$ cat src/rtl/multi_player_motion.sv
// Per-frame position update and wall clamping for NUM_PLAYERS players, one player per clock.
// Optional player-vs-player blocking is built only when PLAYER_COLLIDE_EN is defined.
//
// state  | meaning
// IDLE   | waiting for frame_tick_i, move_i snapshot taken on the tick
// UPDATE | writing back position and wall flags of player idx
// DONE   | one-cycle done_o pulse, then back to IDLE
module multi_player_motion #(
  parameter int NUM_PLAYERS = 2,
  parameter int COORD_BITS  = 10,
  parameter int SCREEN_W    = 640,
  parameter int SCREEN_H    = 480,
  parameter int WALL        = 8,
  parameter int PLAYER_SIZE = 16,
  parameter int STEP        = 2
) (
  input  logic                              clk_i,
  input  logic                              reset_ni,
  input  logic                              frame_tick_i,
  input  logic [NUM_PLAYERS*4-1:0]          move_i,
  output logic [NUM_PLAYERS*COORD_BITS-1:0] x_o,
  output logic [NUM_PLAYERS*COORD_BITS-1:0] y_o,
  output logic [NUM_PLAYERS-1:0]            collide_top_o,
  output logic [NUM_PLAYERS-1:0]            collide_bottom_o,
  output logic [NUM_PLAYERS-1:0]            collide_left_o,
  output logic [NUM_PLAYERS-1:0]            collide_right_o,
  output logic [NUM_PLAYERS-1:0]            player_hit_o,
  output logic                              busy_o,
  output logic                              done_o,
  output logic                              overrun_o
);

  localparam int IDX_W = (NUM_PLAYERS > 1) ? $clog2(NUM_PLAYERS) : 1;
  localparam int SW    = COORD_BITS + 2;
  localparam int XMIN  = WALL;
  localparam int XMAX  = SCREEN_W - WALL - PLAYER_SIZE;
  localparam int YMIN  = WALL;
  localparam int YMAX  = SCREEN_H - WALL - PLAYER_SIZE;
  localparam logic [IDX_W-1:0] LAST = IDX_W'(NUM_PLAYERS - 1);

  typedef enum logic [1:0] {IDLE, UPDATE, DONE} state_t;

  typedef struct packed {
    logic [COORD_BITS-1:0] pos;
    logic                  lo;
    logic                  hi;
  } axis_t;

  // Opposite requests on one axis cancel: no motion and no flag on that axis.
  function automatic axis_t step_axis(input logic [COORD_BITS-1:0] cur,
                                      input logic dec, input logic inc,
                                      input int lo_lim, input int hi_lim);
    logic signed [SW-1:0] t;
    axis_t r;
    t     = $signed({2'b00, cur});
    r.pos = cur;
    r.lo  = 1'b0;
    r.hi  = 1'b0;
    if (dec != inc) begin
      t = dec ? (t - SW'(STEP)) : (t + SW'(STEP));
      if (t < SW'(lo_lim)) begin
        r.pos = COORD_BITS'(lo_lim);
        r.lo  = 1'b1;
      end else if (t > SW'(hi_lim)) begin
        r.pos = COORD_BITS'(hi_lim);
        r.hi  = 1'b1;
      end else begin
        r.pos = t[COORD_BITS-1:0];
      end
    end
    return r;
  endfunction

  state_t                  state;
  logic [IDX_W-1:0]        idx;
  logic [NUM_PLAYERS*4-1:0] move_snap;
  logic [COORD_BITS-1:0]   pos_x [NUM_PLAYERS];
  logic [COORD_BITS-1:0]   pos_y [NUM_PLAYERS];
  logic [3:0]              mv;
  axis_t                   ax;
  axis_t                   ay;
  logic                    blocked;

  always_comb begin
    mv = move_snap[4*idx +: 4];
    ax = step_axis(pos_x[idx], mv[2], mv[3], XMIN, XMAX);
    ay = step_axis(pos_y[idx], mv[0], mv[1], YMIN, YMAX);
  end

`ifdef PLAYER_COLLIDE_EN
  logic [NUM_PLAYERS-1:0] hit;
  logic signed [SW-1:0]   dx;
  logic signed [SW-1:0]   dy;

  // Registered positions already hold this frame's result for players below idx.
  always_comb begin
    blocked = 1'b0;
    dx      = '0;
    dy      = '0;
    for (int j = 0; j < NUM_PLAYERS; j++) begin
      if (j != int'(idx)) begin
        dx = $signed({2'b00, ax.pos}) - $signed({2'b00, pos_x[j]});
        dy = $signed({2'b00, ay.pos}) - $signed({2'b00, pos_y[j]});
        if ((dx < SW'(PLAYER_SIZE)) && (dx > -SW'(PLAYER_SIZE)) &&
            (dy < SW'(PLAYER_SIZE)) && (dy > -SW'(PLAYER_SIZE)))
          blocked = 1'b1;
      end
    end
  end

  assign player_hit_o = hit;
`else
  assign blocked      = 1'b0;
  assign player_hit_o = '0;
`endif

  always_ff @(posedge clk_i or negedge reset_ni) begin
    if (!reset_ni) begin
      state            <= IDLE;
      idx              <= '0;
      move_snap        <= '0;
      busy_o           <= 1'b0;
      done_o           <= 1'b0;
      overrun_o        <= 1'b0;
      collide_top_o    <= '0;
      collide_bottom_o <= '0;
      collide_left_o   <= '0;
      collide_right_o  <= '0;
`ifdef PLAYER_COLLIDE_EN
      hit              <= '0;
`endif
      for (int k = 0; k < NUM_PLAYERS; k++) begin
        pos_x[k] <= COORD_BITS'(WALL + 2 * k * PLAYER_SIZE);
        pos_y[k] <= COORD_BITS'(WALL);
      end
    end else begin
      case (state)
        IDLE: begin
          done_o <= 1'b0;
          if (frame_tick_i) begin
            move_snap <= move_i;
            idx       <= '0;
            busy_o    <= 1'b1;
            state     <= UPDATE;
          end
        end
        UPDATE: begin
          if (frame_tick_i) overrun_o <= 1'b1;
          if (!blocked) begin
            pos_x[idx] <= ax.pos;
            pos_y[idx] <= ay.pos;
          end
          collide_left_o[idx]   <= ax.lo;
          collide_right_o[idx]  <= ax.hi;
          collide_top_o[idx]    <= ay.lo;
          collide_bottom_o[idx] <= ay.hi;
`ifdef PLAYER_COLLIDE_EN
          hit[idx]              <= blocked;
`endif
          if (idx == LAST) begin
            busy_o <= 1'b0;
            done_o <= 1'b1;
            state  <= DONE;
          end else begin
            idx <= idx + 1'b1;
          end
        end
        DONE: begin
          if (frame_tick_i) overrun_o <= 1'b1;
          done_o <= 1'b0;
          state  <= IDLE;
        end
        default: state <= IDLE;
      endcase
    end
  end

  always_comb begin
    x_o = '0;
    y_o = '0;
    for (int k = 0; k < NUM_PLAYERS; k++) begin
      x_o[k*COORD_BITS +: COORD_BITS] = pos_x[k];
      y_o[k*COORD_BITS +: COORD_BITS] = pos_y[k];
    end
  end

endmodule

$ cat config.mk
export PLATFORM = sky130hd
export DESIGN_NAME = multi_player_motion
export DESIGN_NICKNAME = d
export VERILOG_FILES = /design/src/rtl/multi_player_motion.sv
export SDC_FILE = /design/constraint.sdc
export NUM_CORES = 1
export LEC_CHECK = 0
export ABC_AREA = 0
export CAP_MARGIN = 20
export CORE_AREA = 2 2 106 108
export CTS_BUF_LIST = sky130_fd_sc_hd__clkbuf_16
export DETAILED_ROUTE_END_ITERATION = 12
export DIE_AREA = 0 0 108 110
export PLACE_DENSITY = 0.62
export SLEW_MARGIN = 20
export SYNTH_ARGS = -nofsm -noshare
export SYNTH_HDL_FRONTEND = slang
export SYNTH_SLANG_ARGS = --single-unit
$ cat constraint.sdc
create_clock -name clk_i -period 7.3 [get_ports clk_i]
set_input_delay 0.73 -clock clk_i [delete_from_list [all_inputs] [get_ports clk_i]]
set_output_delay 0.73 -clock clk_i [all_outputs]
set_load 0.01 [all_outputs]
==> impl_metrics.yaml <==
detailed_routing:
  drt_iter0_drc: 195
  firstDrtPassIters: 4
  route.detailed.drc: 0
  wl_per_cell_um: 17.69
  via_per_inst: 5.625
  ant_nets: 0
  vias: 3482
  routed_wl_um: 10950
worst_hold_path:
  hold_end: "overrun_o$_DFFE_PN0P_"
  min_path_type: "register to register"
  min-delay-start: "overrun_o$_DFFE_PN0P_"
  hold_path_depth: 1
clocking:
  clk_path_buf_depth: 2
  htreeDepth: 3
  cts_resized: 0
  root_buffer: "clkbuf_16"
  cts_setup_buffers: 0
  clock_sinks: 62
  cts_tree: "built"
  cts_hold_buf: 0
  clk_latency_ns: 0.34
  clk_pin_slew_ns: 0.05
  cts_buffers: 9
finish:
  layout.cells.non_filler: 619
  syn_to_final_growth_pct: 24.11
  final_nets: 493
  final_layout_size_suffix_gt1_frac: 0.1357
  antenna_cells: 0
timing:
  fin_crit_ns: 3.803
  finalCritPeriodShare: 0.5210
  slew_violations: 0
  fin_setup_tns_ns: 0
  worstMarginPinSlew_ns: 0.9806
  finalWorstSetupSlack_ns: 3.497
  relSlewSlack: 0.3463
  hold_viol: 0
  setup_viol: 0
  holdWs_ns: 0.4569
  fin_skew_ns: 0.007520
  max_freq_ghz: 0.2629
  rsz0062_at_grt: "false"
power:
  clockPowerShare: 0.149
  leakagePower_nw: 2.015
  ir_drop_uv: 222.3
  internal-power_mw: 1.459
  switching_power_mw: 1.298
  p_seq_frac: 0.241
  combinationalPowerShare: 0.610
  swShare: 0.4707
  p_per_area_nw_per_um2: 551.7
logic_synthesis:
  yosys.cell_count.top_type: "dfrtp_1"
  synth_edf_count: 0
  syn_area_um2: 4026
  ys_warn_count: 0
  yosys_most_used_dff: "dfrtp_1"
  synthesis.instances: 414
  async_flop_share: 1.000
  synth_top_area_cell: "dfrtp_1"
  ys_top_cells_by_count: "dfrtp_1, nand2_1, o21ai_0, a21oi_1"
  synthTopCellsByArea: "dfrtp_1, mux2_2, mux2i_1"
  yosysUniqueCellTypes: 75
  ys_ff_latch: 62
  synth_top_cell_area_share: 0.3543
  postSynthAreaPerCell_um2: 9.726
  ys_seq_area_frac: 0.3869
floorplanning:
  io-pin-count: 64
  die_w_um: 108
  die_area_um2: 11880
  rows: 38
  core-area_um2: 10700
  die_y_um: 110
  start_util: 0.3764
setup_path:
  slowest_delay_ns: 0.72
  crit_chain: "buf_4 > mux2i_2 > inv_1 > ha_1 > mux2i_1 > xnor2_1 > o211ai_1 > a311oi_2 > o21ai_2 > nor4_1 > mux2_1"
  arrival_ns: 4.07
  cp_slowest_cell: "dfrtp_2"
  worstPathRequired_ns: 7.57
  crit_fanout: 37
  cp_top_family: "multiplexers"
  timing.rr.end: "x_o[11]$_DFFE_PN0P_"
  cp-end-kind: "register"
  startpoint_type: "register"
  critical_path_class: "register to register"
  worstRegToRegCells: 11
  r2r_slack_ns: 3.50
  worst-path-buf-inv: 2
  r2r-start: "idx$_DFFE_PN0P_"
run_status:
  status: "completed"
global_routing:
  grt_usage: 0.1939
  grt_max_degree: 63
  grt_pass1_wl_um: 17750
  overflow: 0
  grt_pass1_vias: 3359
  antenna_found_initial: 0
place:
  hpwlAfterDp_um: 8023
  port_buffers: 61
  place.gp.congestion: 0.9205
  preCtsSetupSlack_ns: 3.547
  dp_cells: 603
flow_run:
  max-cap-violations: 0
## metrics by stage
stage	utilization	cell area (um2)	power, mW
after floorplan	-	4030	1.826
after global placement	0.4408	4716	2.309
after detailed placement	0.4408	4716	2.334
after CTS	0.4671	4997	2.755
after global routing	0.4671	4997	2.958
final	0.4671	4997	2.757
## power groups by stage
stage,registers (mW),logic [mW],clock network (mW)
2_1_floorplan,0.642,1.18,0
3_3_place_gp,0.665,1.64,0
3_5_place_dp,0.669,1.66,0
4_1_cts,0.666,1.67,0.420
5_1_grt,0.688,1.83,0.438
6_report,0.666,1.68,0.411
## worst max path at each step
| stage | startpoint | end | slack, ns | cells past startpoint |
|---|---|---|---|---|
| after floorplan | idx$_DFFE_PN0P_ | x_o[17]$_DFFE_PN0P_ | 4.53 | 11 |
| after global placement | idx$_DFFE_PN0P_ | x_o[11]$_DFFE_PN0P_ | 3.70 | 11 |
| after detailed placement | idx$_DFFE_PN0P_ | x_o[11]$_DFFE_PN0P_ | 3.55 | 11 |
| after CTS | idx$_DFFE_PN0P_ | x_o[11]$_DFFE_PN0P_ | 3.52 | 11 |
| after global routing | idx$_DFFE_PN0P_ | x_o[11]$_DFFE_PN0P_ | 3.14 | 11 |
| final | idx$_DFFE_PN0P_ | x_o[11]$_DFFE_PN0P_ | 3.50 | 11 |
## cell families (layout without fill, tap and decap cells)
kind of cell / count (synthesis) / in the layout / synth area share
AO/OA/AOI/OAI: 110 / 110 / 0.1883
flip-flops: 62 / 62 / 0.3869
XOR/XNOR: 19 / 19 / 0.04133
multiplexers: 44 / 44 / 0.1234
adder cells (fa/ha/maj): 8 / 8 / 0.02486
other: 1 / 2 / 0.0009314
AND/OR/NAND/NOR: 140 / 140 / 0.1908
buffers and inverters: 30 / 94 / 0.04350
## cells in the final DEF, fill, tap and decap left out, drive strengths merged, types with 3 or more instances in the layout
cell,Yosys,final
clkdlybuf4s50,0,60
dfrtp,57,57
nand2,48,48
o21ai,31,31
mux2,23,23
a21oi,22,22
mux2i,21,21
nor2,20,20
inv,13,14
xnor2,12,12
nand3,11,11
a31oi,11,11
clkbuf,7,9
o22ai,9,9
ha,8,8
nor3,8,8
xor2,7,7
nand2b,6,6
nor4,6,6
a22o,6,6
nand4,6,6
o31ai,6,6
nand3b,5,5
dfstp,5,5
a22oi,5,5
buf,10,5
or3,5,5
and2,4,4
clkinv,0,4
nor3b,3,3
nor4b,3,3
## area by class of cell
cell class	count	area, um2
fill	1023	5700
multi-input combinational	323	2297
sequential	62	1559
timing repair buffer	65	635.6
clock buffer	9	225.2
tap	140	175.2
clock inverter	7	56.30
inverter	13	48.80
## flip-flops by register name (all words and copies together), names as in the netlist
signal and count:
collide_left_o 2, collide_right_o 2, busy_o 1, collide_top_o 2, overrun_o 1, done_o 1, move_snap 8, collide_bottom_o 2
x_o 20, idx 1, y_o 20, state 2
## per-layer routing
metal  vias to the layer above  part of all wire  GRT usage
li1                       1662                 -          -
met1                      1715              0.48     0.2791
met2                        94              0.44     0.2875
met3                        11             0.059    0.04350
met4                         0             0.014    0.06593
met5                         -                 0          0
No activity file was read; power rests on OpenSTA's default activity.
